==> config.mk <==
export PLATFORM = sky130hd
export DESIGN_NAME = rom_load_sequencer
export DESIGN_NICKNAME = d
export VERILOG_FILES = /design/src/rtl/rom_load_sequencer.sv
export SDC_FILE = /design/constraint.sdc
export NUM_CORES = 1
export LEC_CHECK = 0
export BUFFER_PORTS_ARGS = -buffer_cell sky130_fd_sc_hd__buf_2
export CORE_MARGIN = 5
export CORE_UTILIZATION = 54
export DETAILED_ROUTE_END_ITERATION = 6
export PLACE_DENSITY = 0.8
export RECOVER_POWER = 25
export SETUP_SLACK_MARGIN = 0.02
export SYNTH_ARGS = -nofsm -noshare
export SYNTH_HDL_FRONTEND = slang
export SYNTH_SLANG_ARGS = --single-unit
==> constraint.sdc <==
create_clock -name clk_sys -period 2.7 [get_ports clk_sys]
set_clock_uncertainty 0.15 [all_clocks]
set_input_delay 0 -clock clk_sys [delete_from_list [all_inputs] [get_ports clk_sys]]
set_output_delay 0 -clock clk_sys [all_outputs]
set_load 0.005 [all_outputs]
==> src/rtl/rom_load_sequencer.sv <==
// Routes HPS ioctl download bytes into CPU/GFX/PROM write ports and owns core reset,
// releasing the core only after a full-length image and a settle period.
module rom_load_sequencer #(
   parameter logic [15:0] CPU_BASE  = 16'h0000,
   parameter logic [15:0] GFX_BASE  = 16'h4000,
   parameter logic [15:0] PROM_BASE = 16'h6000,
   parameter logic [16:0] IMG_LEN   = 17'h06300,
   parameter int unsigned HOLD_CYC  = 16
) (
   input  logic        clk_sys,
   input  logic        reset_n,
   input  logic        ioctl_download,
   input  logic        ioctl_wr,
   input  logic [24:0] ioctl_addr,
   input  logic [7:0]  ioctl_dout,
   input  logic        user_reset,
   output logic [15:0] dn_addr,
   output logic [7:0]  dn_data,
   output logic        dn_cpu_we,
   output logic        dn_gfx_we,
   output logic        dn_prom_we,
   output logic        core_reset,
   output logic        rom_ok
);

   localparam int unsigned CNT_W  = 17;
   localparam int unsigned HOLD_W = 16;

   typedef enum logic [2:0] {BOOT, LOAD, CHECK, HOLD, RUN} state_t;

   state_t            state_q, state_d;
   logic              dl_q;
   logic [CNT_W-1:0]  cnt_q, cnt_d;
   logic [HOLD_W-1:0] hold_q, hold_d;
   logic [15:0]       dn_addr_d;
   logic [7:0]        dn_data_d;
   logic              cpu_we_d, gfx_we_d, prom_we_d;
   logic              core_reset_d, rom_ok_d;
   logic              dl_rise, dl_fall, wr_ok;
   logic [15:0]       a16;

   assign a16     = ioctl_addr[15:0];
   assign dl_rise = ioctl_download & ~dl_q;
   assign dl_fall = ~ioctl_download & dl_q;
   assign wr_ok   = (state_q == LOAD) && ioctl_wr && (ioctl_addr[24:16] == 9'd0);

   // Next-state, byte decode and registered-output next values
   always_comb begin
      state_d      = state_q;
      cnt_d        = cnt_q;
      hold_d       = hold_q;
      dn_addr_d    = dn_addr;
      dn_data_d    = dn_data;
      cpu_we_d     = 1'b0;
      gfx_we_d     = 1'b0;
      prom_we_d    = 1'b0;
      rom_ok_d     = rom_ok;
      core_reset_d = 1'b1;

      if (wr_ok) begin
         if (a16 < GFX_BASE) begin
            cpu_we_d  = 1'b1;
            dn_addr_d = a16 - CPU_BASE;
         end else if (a16 < PROM_BASE) begin
            gfx_we_d  = 1'b1;
            dn_addr_d = a16 - GFX_BASE;
         end else if ({1'b0, a16} < IMG_LEN) begin
            prom_we_d = 1'b1;
            dn_addr_d = a16 - PROM_BASE;
         end
         if (cpu_we_d || gfx_we_d || prom_we_d) begin
            dn_data_d = ioctl_dout;
            if (cnt_q != '1) cnt_d = cnt_q + CNT_W'(1);
         end
      end

      case (state_q)
         BOOT: ;
         LOAD: if (dl_fall) state_d = CHECK;
         CHECK: begin
            if (cnt_q == IMG_LEN) begin
               state_d  = HOLD;
               hold_d   = '0;
               rom_ok_d = 1'b1;
            end else begin
               state_d  = BOOT;
               rom_ok_d = 1'b0;
            end
         end
         HOLD: begin
            if (hold_q == HOLD_W'(HOLD_CYC - 1)) state_d = RUN;
            else hold_d = hold_q + HOLD_W'(1);
         end
         RUN: ;
         default: state_d = BOOT;
      endcase

      // A new download pre-empts everything and restarts the length count
      if (dl_rise) begin
         state_d  = LOAD;
         cnt_d    = '0;
         rom_ok_d = 1'b0;
      end

      // Registered from next state so RUN's first cycle already follows user_reset
      core_reset_d = (state_d == RUN) ? user_reset : 1'b1;
   end

   always_ff @(posedge clk_sys) begin
      if (!reset_n) begin
         state_q    <= BOOT;
         dl_q       <= ioctl_download;
         cnt_q      <= '0;
         hold_q     <= '0;
         dn_addr    <= '0;
         dn_data    <= '0;
         dn_cpu_we  <= 1'b0;
         dn_gfx_we  <= 1'b0;
         dn_prom_we <= 1'b0;
         core_reset <= 1'b1;
         rom_ok     <= 1'b0;
      end else begin
         state_q    <= state_d;
         dl_q       <= ioctl_download;
         cnt_q      <= cnt_d;
         hold_q     <= hold_d;
         dn_addr    <= dn_addr_d;
         dn_data    <= dn_data_d;
         dn_cpu_we  <= cpu_we_d;
         dn_gfx_we  <= gfx_we_d;
         dn_prom_we <= prom_we_d;
         core_reset <= core_reset_d;
         rom_ok     <= rom_ok_d;
      end
   end

endmodule

==> impl_results.md <==
- Status: complete, no violations
- H-tree depth: 3
- Post-synth top flop: dfxtp_1
- Post-Route WL: 8038 µm
- CTS Buf Count: 9
- Crit. End Element: register
- Chip Height: 85.99 µm
- Mapped Cells: 365
- Antenna violations before repair: 0
- Worst skew pair latency: 0.34 ns
- 1st-iter DRT viols: 138
- Vias per inst: 5.711
- Routability cong.: 0.9458
- DR pass1 iterations: 4
- WP data required: 2.82 ns
- Slew @ Worst Pin: 0.8091 ns
- CTS tree: done
- Row count: 27
- Bufs on Longest Clock Path: 2
- Root Driver: clkbuf_8
- Post-synth EDFFs: 0
- Clock Pin Slew Worst Setup and Hold Paths: 0.07 ns
- Crit-path leading delay family: simple AND/OR/NAND/NOR gates
- Synth Area in Compound Gates: 18.22%
- Most used cell, CP: ha_1
- Critical path type: reg -> reg
- Power Density: 480.9 nW/µm²
- Synth Area in Simple Gates: 28.25%
- Mux cell area share after synthesis: 0%
- Slowest stage cell, crit path: or3_1
- Crit path launch type: register
- Total congestion overflow: 0
- Initial core utilization: 55.94%
- PnR worst setup slack: 0.2398 ns
- Period minus WS final: 2.460 ns
- Post-Synth Adder-Cell Area: 3.130%
- Synthesized area per cell: 8.542 µm²
- # diodes: 0
- Pre-CTS setup slack: 0.1894 ns
- Bufs and invs on worst path: 1
- CP peak stage delay: 0.37 ns
- RSZ-0062 raised after global routing: false
- Drt drc: 0
- Most frequent cells after synthesis: dfxtp_1, nand2_1, nor2_1
- Via count: 3,067
- Arr. time, crit path: 2.58 ns
- Total track usage: 23.02%
- Crit-path cells: ha_1 -> nand2_2 -> nor3_2 -> and3_1 -> ha_1 -> nand4b_1 -> inv_1 -> nand4_1 -> or3_1 -> a21oi_1
- Warning count from the yosys run: 0
- I/O Buffers: 66
- Synthesized area: 3118 µm²
- Static Leak: 0.001518 µW
- Synthesized flop and latch total: 66
- Largest net degree at the start of global routing: 34
- Synth area leaders: dfxtp_1, nand2_1, a21boi_0
- First-pass GRT wire length: 13,510 µm
- Synthesized Nets: 410
- Clock Sinks: 66
- Core Footprint: 5574 µm²
- Area Overhead vs Synth: 27.13%
- Ys async rst share: 0%
- Final ANT Viol Nets: 0
- Max Fclk: 406.5 MHz
- Yosys cell types: 54
- Count of pins over their slew limit: 0
- Register area share after synthesis: 42.38%
- CP max FO: 7
- Final Setup Violations: 0
- Final period utilization: 91.12%
- Layout cell share with drive strength beyond 1: 18.06%
- XOR/XNOR share of the synthesized area: 3.933%
- Cell taking the most area after synthesis: dfxtp_1
- Post-synth top area share: 42.38%
- HPWL after DPL: 5266 µm
- Setup TNS: 0 ns
- Maximum VDD drop: 0.0003588 V
- Worst hold path type: in -> reg
- MaxCap Viol Count: 0
- I/O Pins: 67
- Final net count: 506
- Number of global-route vias before repair: 2,989
- Final hold violations: 0
- Final-layout fill cell count: 433
- Die Wd: 85.99 µm
- WL per Instance: 14.97 µm
- Area of the die: 7393 µm²
- Layout Utilization: 71.11%
- Relative slew margins: 45.57%
- Main combinational cell family by area after synthesis: simple AND/OR/NAND/NOR gates
tightest hold or removal path, cell delays in order:
cell	delay, ns
buf_2	0.13
o21ai_1	0.10
buf_4	0.18
a31oi_1	0.05
layout by cell type, fill, tap and decap left out, drive strengths merged, types with 6 or more instances in the layout:
| cell | synthesis | layout |
|---|---|---|
| clkbuf | 11 | 30 |
| xor2 | 7 | 7 |
| ha | 7 | 7 |
| nand4 | 8 | 8 |
| a21oi | 17 | 17 |
| dlygate4sd3 | 0 | 27 |
| buf | 6 | 57 |
| dfxtp | 66 | 66 |
| nand3 | 16 | 16 |
| xnor2 | 7 | 7 |
| a21boi | 25 | 25 |
| nor4 | 10 | 10 |
| inv | 12 | 12 |
| or4 | 6 | 6 |
| o21ai | 10 | 10 |
| nand2 | 67 | 67 |
| nor2 | 29 | 29 |
final cells by class:
class / count / area [µm²] / area share (%)
Clock buffer: 12 / 145.1 / 3.662
Timing Repair Buffer: 102 / 645.6 / 16.29
Clock inverter: 3 / 40.04 / 1.010
Tap cell: 72 / 90.09 / 2.273
Sequential cell: 66 / 1321 / 33.33
Multi-Input combinational cell: 270 / 1677 / 42.30
Inverter: 12 / 45.04 / 1.136
power by group:
part	internal, µW	leakage, µW	switching [µW]
Sequential	975	0.000532	1.88
Clock	445	0.0000962	359
Combinational	65.3	0.000890	60.7
Total	1480	0.00152	421
repair_timing:
item / 4_1_cts / 5_1_grt
hold endpoints to repair: 30 / 0
hold buffers: 27 / 0
setup endpoints to repair: 0 / 5
gates resized for setup: 0 / 2
setup buffers: 0 / 1
metrics by stage:
stage	total power (µW)	std cells	hold WS, ns	instance area (µm²)
6_report	1906	537	0.01460	3964
5_1_grt	1981	537	0.02174	3964
4_1_cts	1919	536	0.003446	3971
3_5_place_dp	1091	494	0.03231	3516
3_3_place_gp	1089	494	0.02188	3516
2_1_floorplan	1050	365	-0.1223	3118
registers in the layout (all words and copies together), names as in the netlist, 3 cells and up:
| signal | count |
|---|---|
| cnt_q | 17 |
| dn_addr | 16 |
| dn_data | 8 |
| hold_q | 16 |
| state_q | 3 |
cells by family (layout without fill, tap and decap cells):
| logic type | after synthesis | count (layout) |
|---|---|---|
| flops | 66 | 66 |
| simple gates | 168 | 168 |
| compound gates | 80 | 80 |
| buf+inv | 29 | 129 |
| xor+xnor | 14 | 14 |
| fa+ha+maj | 8 | 8 |
routing by layer:
metal / vias up / part of all wire, % / GRT usage (%)
met5: - / 0 / 0
met4: 0 / 3.9 / 11.94
met3: 34 / 5.3 / 5.668
met2: 101 / 51 / 39.73
met1: 1430 / 40 / 26.09
li1: 1502 / - / -
final timing paths:
kind                                                from                       end  slack (ns)  cells after the start
worst max-delay path               cnt_q[0]$_SDFFE_PP0P_    cnt_q[15]$_SDFFE_PP0P_        0.24                     10
worst min-delay path                             reset_n     state_q[1]$_SDFF_PN0_        0.01                      4
worst max register to register     cnt_q[0]$_SDFFE_PP0P_    cnt_q[15]$_SDFFE_PP0P_        0.24                     10
worst min register to register  dn_addr[10]$_SDFFE_PN0P_  dn_addr[10]$_SDFFE_PN0P_        0.30                      2
(Power assumes the default switching activity.)
